File: config.mk
export PLATFORM = sky130hd
export DESIGN_NAME = pwm_duty_controller
export DESIGN_NICKNAME = d
export VERILOG_FILES = /design/src/rtl/pwm_ctrl_pkg.sv /design/src/rtl/btn_debounce.sv /design/src/rtl/pwm_duty_controller.sv
export SDC_FILE = /design/constraint.sdc
export NUM_CORES = 1
export LEC_CHECK = 0
export ABC_AREA = 1
export BUFFER_PORTS_ARGS = -buffer_cell sky130_fd_sc_hd__buf_2
export CORE_MARGIN = 2
export CORE_UTILIZATION = 25
export CTS_CLUSTER_SIZE = 20
export DETAILED_ROUTE_END_ITERATION = 10
export GPL_TIMING_DRIVEN = 0
export HOLD_SLACK_MARGIN = 0.02
export SYNTH_ARGS = -nofsm -noshare
export SYNTH_HDL_FRONTEND = slang
export SYNTH_SLANG_ARGS = --single-unit
File: constraint.sdc
create_clock -name clk -period 2.2 [get_ports clk]
set_input_delay 0.44 -clock clk [delete_from_list [all_inputs] [get_ports clk]]
set_output_delay 0.44 -clock clk [all_outputs]
set_load 0.05 [all_outputs]
File: src/rtl/pwm_ctrl_pkg.sv
// Shared types and constants for the PWM duty controller.
package pwm_ctrl_pkg;

    typedef enum logic [1:0] {
        IDLE = 2'd0,
        UP   = 2'd1,
        DOWN = 2'd2,
        HOLD = 2'd3
    } fade_state_t;

    localparam int DEFAULT_MAX_LEVEL = 10;
    localparam int RESET_LEVEL       = DEFAULT_MAX_LEVEL / 2;

    // Reset level for an arbitrary top level: midpoint, rounded down.
    function automatic int reset_level(input int max_level);
        return max_level / 2;
    endfunction

endpackage

File: src/rtl/btn_debounce.sv
// Button debouncer: 2-flop synchronizer, disagreement counter, stable
// register and a one-cycle press pulse on a 0->1 stable transition.
module btn_debounce
    import pwm_ctrl_pkg::*;
#(
    parameter int DEBOUNCE_CYCLES = 16
) (
    input  logic clk,
    input  logic rst_n,
    input  logic btn,
    output logic press
);

    localparam int CNT_W = $clog2(DEBOUNCE_CYCLES + 1);

    logic             sync1;
    logic             sync2;
    logic             stable;
    logic [CNT_W-1:0] cnt;

    // Synchronize, then flip stable only after DEBOUNCE_CYCLES consecutive
    // disagreeing cycles; the press pulse is issued on the flip edge itself.
    always_ff @(posedge clk) begin
        if (!rst_n) begin
            sync1  <= 1'b0;
            sync2  <= 1'b0;
            stable <= 1'b0;
            cnt    <= '0;
            press  <= 1'b0;
        end else begin
            sync1 <= btn;
            sync2 <= sync1;
            press <= 1'b0;
            if (sync2 == stable) begin
                cnt <= '0;
            end else if (cnt == CNT_W'(DEBOUNCE_CYCLES - 1)) begin
                stable <= sync2;
                cnt    <= '0;
                press  <= sync2;
            end else begin
                cnt <= cnt + CNT_W'(1);
            end
        end
    end

endmodule

File: src/rtl/pwm_duty_controller.sv
// Duty level controller: debounced inc/dec buttons, saturating level
// register with step pulses, and a triangle auto-fade FSM.
// Optional macro PWM_LOCAL_EN builds a local PWM generator on pwm_out.
module pwm_duty_controller
    import pwm_ctrl_pkg::*;
#(
    parameter int DEBOUNCE_CYCLES = 16,
    parameter int MAX_LEVEL       = DEFAULT_MAX_LEVEL,
    parameter int LEVEL_W         = 4,
    parameter int FADE_DIV        = 1024
) (
    input  logic               clk,
    input  logic               rst_n,
    input  logic               inc_btn,
    input  logic               dec_btn,
    input  logic               fade_en,
    output logic               step_up,
    output logic               step_down,
    output logic [LEVEL_W-1:0] duty_level,
    output logic [1:0]         fade_state,
    output logic               pwm_out
);

    localparam int                 PRESC_W = (FADE_DIV > 1) ? $clog2(FADE_DIV) : 1;
    localparam logic [LEVEL_W-1:0] MAX_LVL = LEVEL_W'(MAX_LEVEL);
    localparam logic [LEVEL_W-1:0] RST_LVL = LEVEL_W'(reset_level(MAX_LEVEL));
    localparam logic [LEVEL_W-1:0] ONE     = LEVEL_W'(1);

    logic               inc_press;
    logic               dec_press;
    fade_state_t        state;
    logic [PRESC_W-1:0] presc;

    btn_debounce #(.DEBOUNCE_CYCLES(DEBOUNCE_CYCLES)) u_inc (
        .clk   (clk),
        .rst_n (rst_n),
        .btn   (inc_btn),
        .press (inc_press)
    );

    btn_debounce #(.DEBOUNCE_CYCLES(DEBOUNCE_CYCLES)) u_dec (
        .clk   (clk),
        .rst_n (rst_n),
        .btn   (dec_btn),
        .press (dec_press)
    );

    logic fading;
    logic tick;
    logic any_press;
    logic can_up;
    logic can_dn;
    logic man_up;
    logic man_dn;

    assign fading    = (state == UP) || (state == DOWN);
    assign tick      = fading && (presc == PRESC_W'(FADE_DIV - 1));
    assign any_press = inc_press | dec_press;
    assign can_up    = (duty_level != MAX_LVL);
    assign can_dn    = (duty_level != '0);
    // Simultaneous presses cancel each other.
    assign man_up    = inc_press & ~dec_press & can_up;
    assign man_dn    = dec_press & ~inc_press & can_dn;
    assign fade_state = state;

    // Level register, step pulses, fade FSM and prescaler. Manual presses
    // win over fade ticks; a tick coinciding with a press is dropped.
    always_ff @(posedge clk) begin
        if (!rst_n) begin
            state      <= IDLE;
            duty_level <= RST_LVL;
            step_up    <= 1'b0;
            step_down  <= 1'b0;
            presc      <= '0;
        end else begin
            step_up   <= 1'b0;
            step_down <= 1'b0;

            if (any_press) begin
                if (man_up) begin
                    duty_level <= duty_level + ONE;
                    step_up    <= 1'b1;
                end else if (man_dn) begin
                    duty_level <= duty_level - ONE;
                    step_down  <= 1'b1;
                end
            end else if (tick && fade_en) begin
                if (state == UP) begin
                    if (can_up) begin
                        duty_level <= duty_level + ONE;
                        step_up    <= 1'b1;
                    end
                end else if (can_dn) begin
                    duty_level <= duty_level - ONE;
                    step_down  <= 1'b1;
                end
            end

            // Prescaler only runs while ramping; every other state holds it at 0
            // so entering UP always starts a full FADE_DIV period.
            if (fading && fade_en)
                presc <= tick ? '0 : presc + PRESC_W'(1);
            else
                presc <= '0;

            if (!fade_en) begin
                state <= IDLE;
            end else begin
                case (state)
                    IDLE: state <= UP;
                    UP: begin
                        if (any_press)
                            state <= HOLD;
                        else if (tick && (!can_up || duty_level == MAX_LVL - ONE))
                            state <= DOWN;
                    end
                    DOWN: begin
                        if (any_press)
                            state <= HOLD;
                        else if (tick && (!can_dn || duty_level == ONE))
                            state <= UP;
                    end
                    default: state <= HOLD;
                endcase
            end
        end
    end

`ifdef PWM_LOCAL_EN
    localparam int PER_W = (MAX_LEVEL > 1) ? $clog2(MAX_LEVEL) : 1;

    logic [PER_W-1:0] per_cnt;

    // Mod-MAX_LEVEL period counter; output high while counter < level.
    always_ff @(posedge clk) begin
        if (!rst_n) begin
            per_cnt <= '0;
            pwm_out <= 1'b0;
        end else begin
            per_cnt <= (per_cnt == PER_W'(MAX_LEVEL - 1)) ? '0 : per_cnt + PER_W'(1);
            pwm_out <= (LEVEL_W'(per_cnt) < duty_level);
        end
    end
`else
    assign pwm_out = 1'b0;
`endif

endmodule

Word level (Yosys, flattened, before mapping)
Index checks and enable logic that the tools add are counted.

storage, ports and cells
  flip-flop bits (word level) = 36
  input port bits = 5
  output and inout bits = 9
  logic and storage cells = 94

cells by class
  $add $sub $neg = 5
  eq/ne operators = 14
  multiplexer cells = 23
  bitwise gates (word level) = 13
  reduce and logical (&&, ||, !) cells = 24

operator list
  cell                                                                 number
  4-bit 2-to-1 mux                                                     7
  3-bit OR reduction                                                   5
  1-bit 2-to-1 mux                                                     11
  10-bit by 1-bit adder with 10-bit output (second input constant)     1
  5-bit by 1-bit adder with 5-bit output (second input constant)       2
  10-bit == test (second input constant)                               1
  5-bit by 4-bit == test with 1-bit output (second input constant)     2
  2-bit 2-to-1 mux                                                     4
  1-bit inverter                                                       8
  2-bit AND reduction                                                  4
  3-bit by 2-bit != test with 1-bit output (second input constant)     2
  2-bit one-hot mux with 3 select lines                                1
  1-bit logical AND                                                    5
  4-bit by 1-bit adder with 4-bit output (second input constant)       1
  1-bit AND                                                            4
  4-bit by 1-bit == test with 1-bit output (second input constant)     1
  4-bit == test (second input constant)                                1
  4-bit != test (second input constant)                                1
  4-bit AND reduction                                                  1
  4-bit nonzero test                                                   1
  4-bit by 1-bit subtractor with 4-bit output (second input constant)  1
  1-bit logical OR                                                     3
  3-bit by 1-bit != test with 1-bit output (second input constant)     1
  3-bit != test (second input constant)                                1
  other kinds (8)                                                      10

Longest topological paths before layout
  depth in word-level cells = 7
  gate-level depth with buffers = 11
  depth with buffers taken out = 11

Hierarchy
From an unflattened synthesis, not the netlist that was laid out.

second synthesis, totals
  cell total of the unflattened synthesis = 265
  area, all modules = 1929.4 um^2

by module, submodules not included
  module               instances  cells an instance  area each (um^2)  seq. area each (um^2)
  pwm_duty_controller  1          183                1241.2            360.3
  btn_debounce         2          41                 344.1             180.2

Worst setup path after synthesis
Ideal clock, no wire load.

  kind = register -> register
  from = register duty_level[0]
  to = register duty_level[1]
  library setup time = 0.117 ns
  arrival time = 1.724 ns
  required time = 2.083 ns
  path slack = 0.359 ns
  cell stages (with the launch flop) = 10
  buffers on the path = 0
  clock period less this slack = 1.841 ns
  cell sequence = dfxtp_1 > inv_1 > ha_1 > nand3_2 > nand2_2 > nand2_1 > xor2_1 > nand3_1 > nand2_1 > nor2_1

between the ends
  word-level cells in the longest chain between the ends = 5
  elaborated cells between the ends (all ways) = 17
  those cells by class = 2 x add/sub; 3 x eq/ne; 7 x mux; 2 x bitwise; 3 x reduce/logical

ends and longest elaborated chain
  element                                                                                                       line                                                  RTL
  start, declared                                                                                               pwm_duty_controller.sv:19                             output logic [LEVEL_W-1:0] duty_level,
  start signal, assigned                                                                                        pwm_duty_controller.sv:81                             duty_level <= duty_level + ONE;
  start signal, assigned                                                                                        pwm_duty_controller.sv:84                             duty_level <= duty_level - ONE;
  start signal, assigned                                                                                        pwm_duty_controller.sv:90                             duty_level <= duty_level + ONE;
  4-bit by 1-bit subtractor with 4-bit output / 4-bit by 1-bit adder with 4-bit output (equally long branches)  -
  4-bit 2-to-1 mux, on equally long branches                                                                    pwm_duty_controller.sv:93, pwm_duty_controller.sv:89
  4-bit 2-to-1 mux                                                                                              pwm_duty_controller.sv:88                             if (state == UP) begin
  4-bit 2-to-1 mux                                                                                              pwm_duty_controller.sv:87                             end else if (tick && fade_en) begin
  4-bit 2-to-1 mux                                                                                              pwm_duty_controller.sv:79                             if (any_press) begin

Several ways; a longest one is shown, not always the timed one. The select of a mux whose other input is x is not followed.
A chain may end at the register's enable or synchronous reset.

Worst setup path in the final report
  from = register u_dec.cnt[0]
  to = register u_dec.cnt[3]

between the ends
  word-level cells in the longest chain between the ends = 2
  elaborated cells between the ends (all ways) = 3
  those cells by class = 1 x add/sub; 1 x eq/ne; 1 x reduce/logical

ends and longest elaborated chain
  element                                                                                         line                RTL
  start, declared                                                                                 btn_debounce.sv:19  logic [CNT_W-1:0] cnt;
  start signal, assigned                                                                          btn_debounce.sv:41  cnt <= cnt + CNT_W'(1);
  parallel branches: the longest is 2 deep, another holds 5-bit by 1-bit adder with 5-bit output  -

Several ways; the timed one is not identified.

==> impl_results.md <==
- Status: finished clean
- P_leak: 0.905 nW
- Area delta synth->final: 15.1%
- Final Wtd Congestion: between 0.7 and 0.8
- Commonest cells post-synth: nand2_1 (39), dfxtp_1 (36), nor2_1 (30), inv_1 (27), nand3_1 (24)
- Critical setup path kind: reg2reg
- Vias/cell: 4.18
- CP cell instances: ha_1 -> nand2_1 -> nor2_1 -> ha_1 -> a211oi_1 -> o21ai_0 -> o21bai_1 -> a21oi_1
- Post-synth top area cell: dfxtp_1
- CP max stage cell: dfxtp_1
- Antenna violations before repair: 0
- CTS clk-pin slew, worst paths: approximately 0.070 ns
- Worst Setup End Kind: register
- Sequential element share of the synthesized area: 40.3%
- Placed wire-length estimate: 2290 um
- Final Skew: 0.00842 ns
- Number of sinks on the clock net: 36
- Max cap viols: 0
- Grt ovf: 0
- Layout cells sized above 1: 15.8%
- Clock Tree Buf Depth: 2
- Starting Density: roughly a quarter
- Total track usage: 8.73%
- Post-CTS Setup Bufs: 0
- Max-slew violation count: 0
- WL per Instance: about 8.9 um
- Max Freq: 0.587 GHz
- RSZ-0062 raised after global routing: no
- Tcrit/Tclk final: 77.4%
- Worst Path Max Fanout: 5
- Die area: between 7000 and 8000 um2
- Final #Nets: 264
- CTS buffer count: 5
- Worst path arrival time: 1.92 ns
- Die Height: 88.6 um
- # diodes: 0
- WP data required: between 2 and 2.5 ns
- Initial drt markers: 57
- Share of the synthesized area in the top cell type: 40.3%
- Post-Synthesis Cells: about 230
- Top Ports: 14
- Port buffer count: 12
- CP delay by family, top: compound AO/OA/AOI/OAI gates
- Post-Route WL: 3060 um
- Largest net degree at the start of global routing: 11
- Util after Layout: 30.0%
- First-pass DRT Iterations: 4
- Yosys reg bits: 36
- CP dominant cell by count: ha_1
- Post-DRT Antenna Nets: 0
- First-pass GRT wire length: 5310 um
- H-tree Lvls: 2
- Final setup vio count: 0
- Seq pwr share: 54.1%
- Top cells by area, synth: dfxtp_1 (40%), ha_1 (9.1%), nand2_1 (8.2%)
- Actual slew at the worst max-slew pin: 0.519 ns
- Worst-Skew Late Latency: 0.29 ns
- Internal cell power: 0.000947 W
- Via count: 1435
- PwrDens: 599 nW/um2
- CTS tree: done
- Distinct cells, synth: 28
- Syn. warnings: 0
- Slowest Stage Delay on Critical Path: 0.33 ns
- Combinational fraction of design power: 7.3%
- Post-CTS Resized: 0
- DRC Markers: 0
- Fraction of registers with async set or reset after synthesis: 0%
- Die Wd: roughly 89 um
- CP Launch Type: register
- Vias in the first global route: 1236
- Cts hold-fix bufs: 0
- Top_reg_cell synth: dfxtp_1
- Core ar.: 6870 um2
- Min Tclk post-route: 1.70 ns
- Relative slew slack: roughly 65%
- Switching share of total power: 23.3%
- Syn nets: 245
- Clk root buf: clkbuf_8
- Final Hold Fails: 0
- Max IR drop VDD: roughly 0.18 mV
- Clock Power Share: 38.6%
- Syn Area/Cell: 7.88 um2
- Core Rows: 30
- Netlist Area Pre-Place: roughly 1800 um2
- Net Switching: 0.000288 W
- Top-count cell post-synth: nand2_1
- WP buf/inv: 0
- Post-synth EDFFs: 0
- Final TNS setup: 0 ns
- Worst Hold Class: in2reg
## path summary, 6_finish.rpt
kind	endpoint	start	slack [ns]	cells past startpoint
max	u_dec.cnt[3]	u_dec.cnt[0]	0.50	8
min	u_dec.sync1	dec_btn	0.34	3
max reg2reg	u_dec.cnt[3]	u_dec.cnt[0]	0.50	8
min reg2reg	u_inc.sync2	u_inc.sync1	0.41	2
## sequential cells by signal (all words and copies together), names as in the netlist
register and count:
u_dec.cnt 5, u_inc.press 1, fade_state 2, u_dec.press 1
duty_level 4, step_up 1, step_down 1, u_inc.stable 1
u_dec.sync2 1, u_inc.sync2 1, u_dec.sync1 1, u_inc.sync1 1
u_inc.cnt 5, u_dec.stable 1, presc 10
## cell usage in the layout, fill, tap and decap left out, drive strengths merged, types with 5 or more instances in the layout
cell     n
clkbuf   8
ha      13
nand2   45
dfxtp   36
a21oi    9
nand4    5
nor2    35
nand3   29
inv     29
buf     15
## logic make-up (layout without fill, tap and decap cells)
kind of cell	after synthesis	count (layout)	share of synthesized area (%)
AND/OR/NAND/NOR	119	119	33.1
flip-flops	36	36	40.3
buffers and inverters	32	52	7.55
AO/OA/AOI/OAI	19	19	6.29
adder cells (fa/ha/maj)	13	13	9.09
XOR/XNOR	7	7	3.43
other	1	1	0.210
## area by class of cell
cell class                      instances  area, um2
Fill cell                             723       4810
Timing Repair Buffer                   12       60.1
Buffer                                  3       23.8
Sequential cell                        36        721
Tap cell                               96        120
Clock buffer                            8       90.1
Multi-Input combinational cell        159        933
Inverter                               29        111
## metal layers
layer / GRT usage, % / routed length [um] / share of wire [%] / up-vias
li1: - / - / - / 769
met1: 11.0 / 1580 / 52 / 636
met2: 13.3 / 1300 / 42 / 23
met3: 2.80 / 109 / 3.6 / 7
met4: 4.55 / 75 / 2.5 / 0
met5: 0 / 0 / 0 / -
## worst min-delay path: stages
cell and delay [ns]:
buf_2 0.07, nand2_1 0.04, inv_1 0.04
## through the flow
stage          worst slack, ns  instance area, um2  hold WS [ns]  power, W  std cells
2_1_floorplan            0.359                1790         0.390  0.000752        227
3_3_place_gp             0.541                1970         0.393  0.000772        335
3_5_place_dp             0.503                1970         0.401  0.000773        335
4_1_cts                  0.491                2060         0.325   0.00126        343
5_1_grt                  0.358                2060         0.334   0.00131        343
6_report                 0.497                2060         0.336   0.00123        343
## power groups by stage
| stage | Combinational [W] | Clock (W) | Sequential (W) |
|---|---|---|---|
| floorplan | 0.0000601 | 0 | 0.000692 |
| global placement | 0.0000901 | 0 | 0.000682 |
| detailed placement | 0.0000904 | 0 | 0.000683 |
| CTS | 0.0000908 | 0.000499 | 0.000667 |
| global route | 0.000102 | 0.000536 | 0.000668 |
| finish | 0.0000904 | 0.000476 | 0.000668 |
Note: power is estimated with default switching activity, not from simulation.
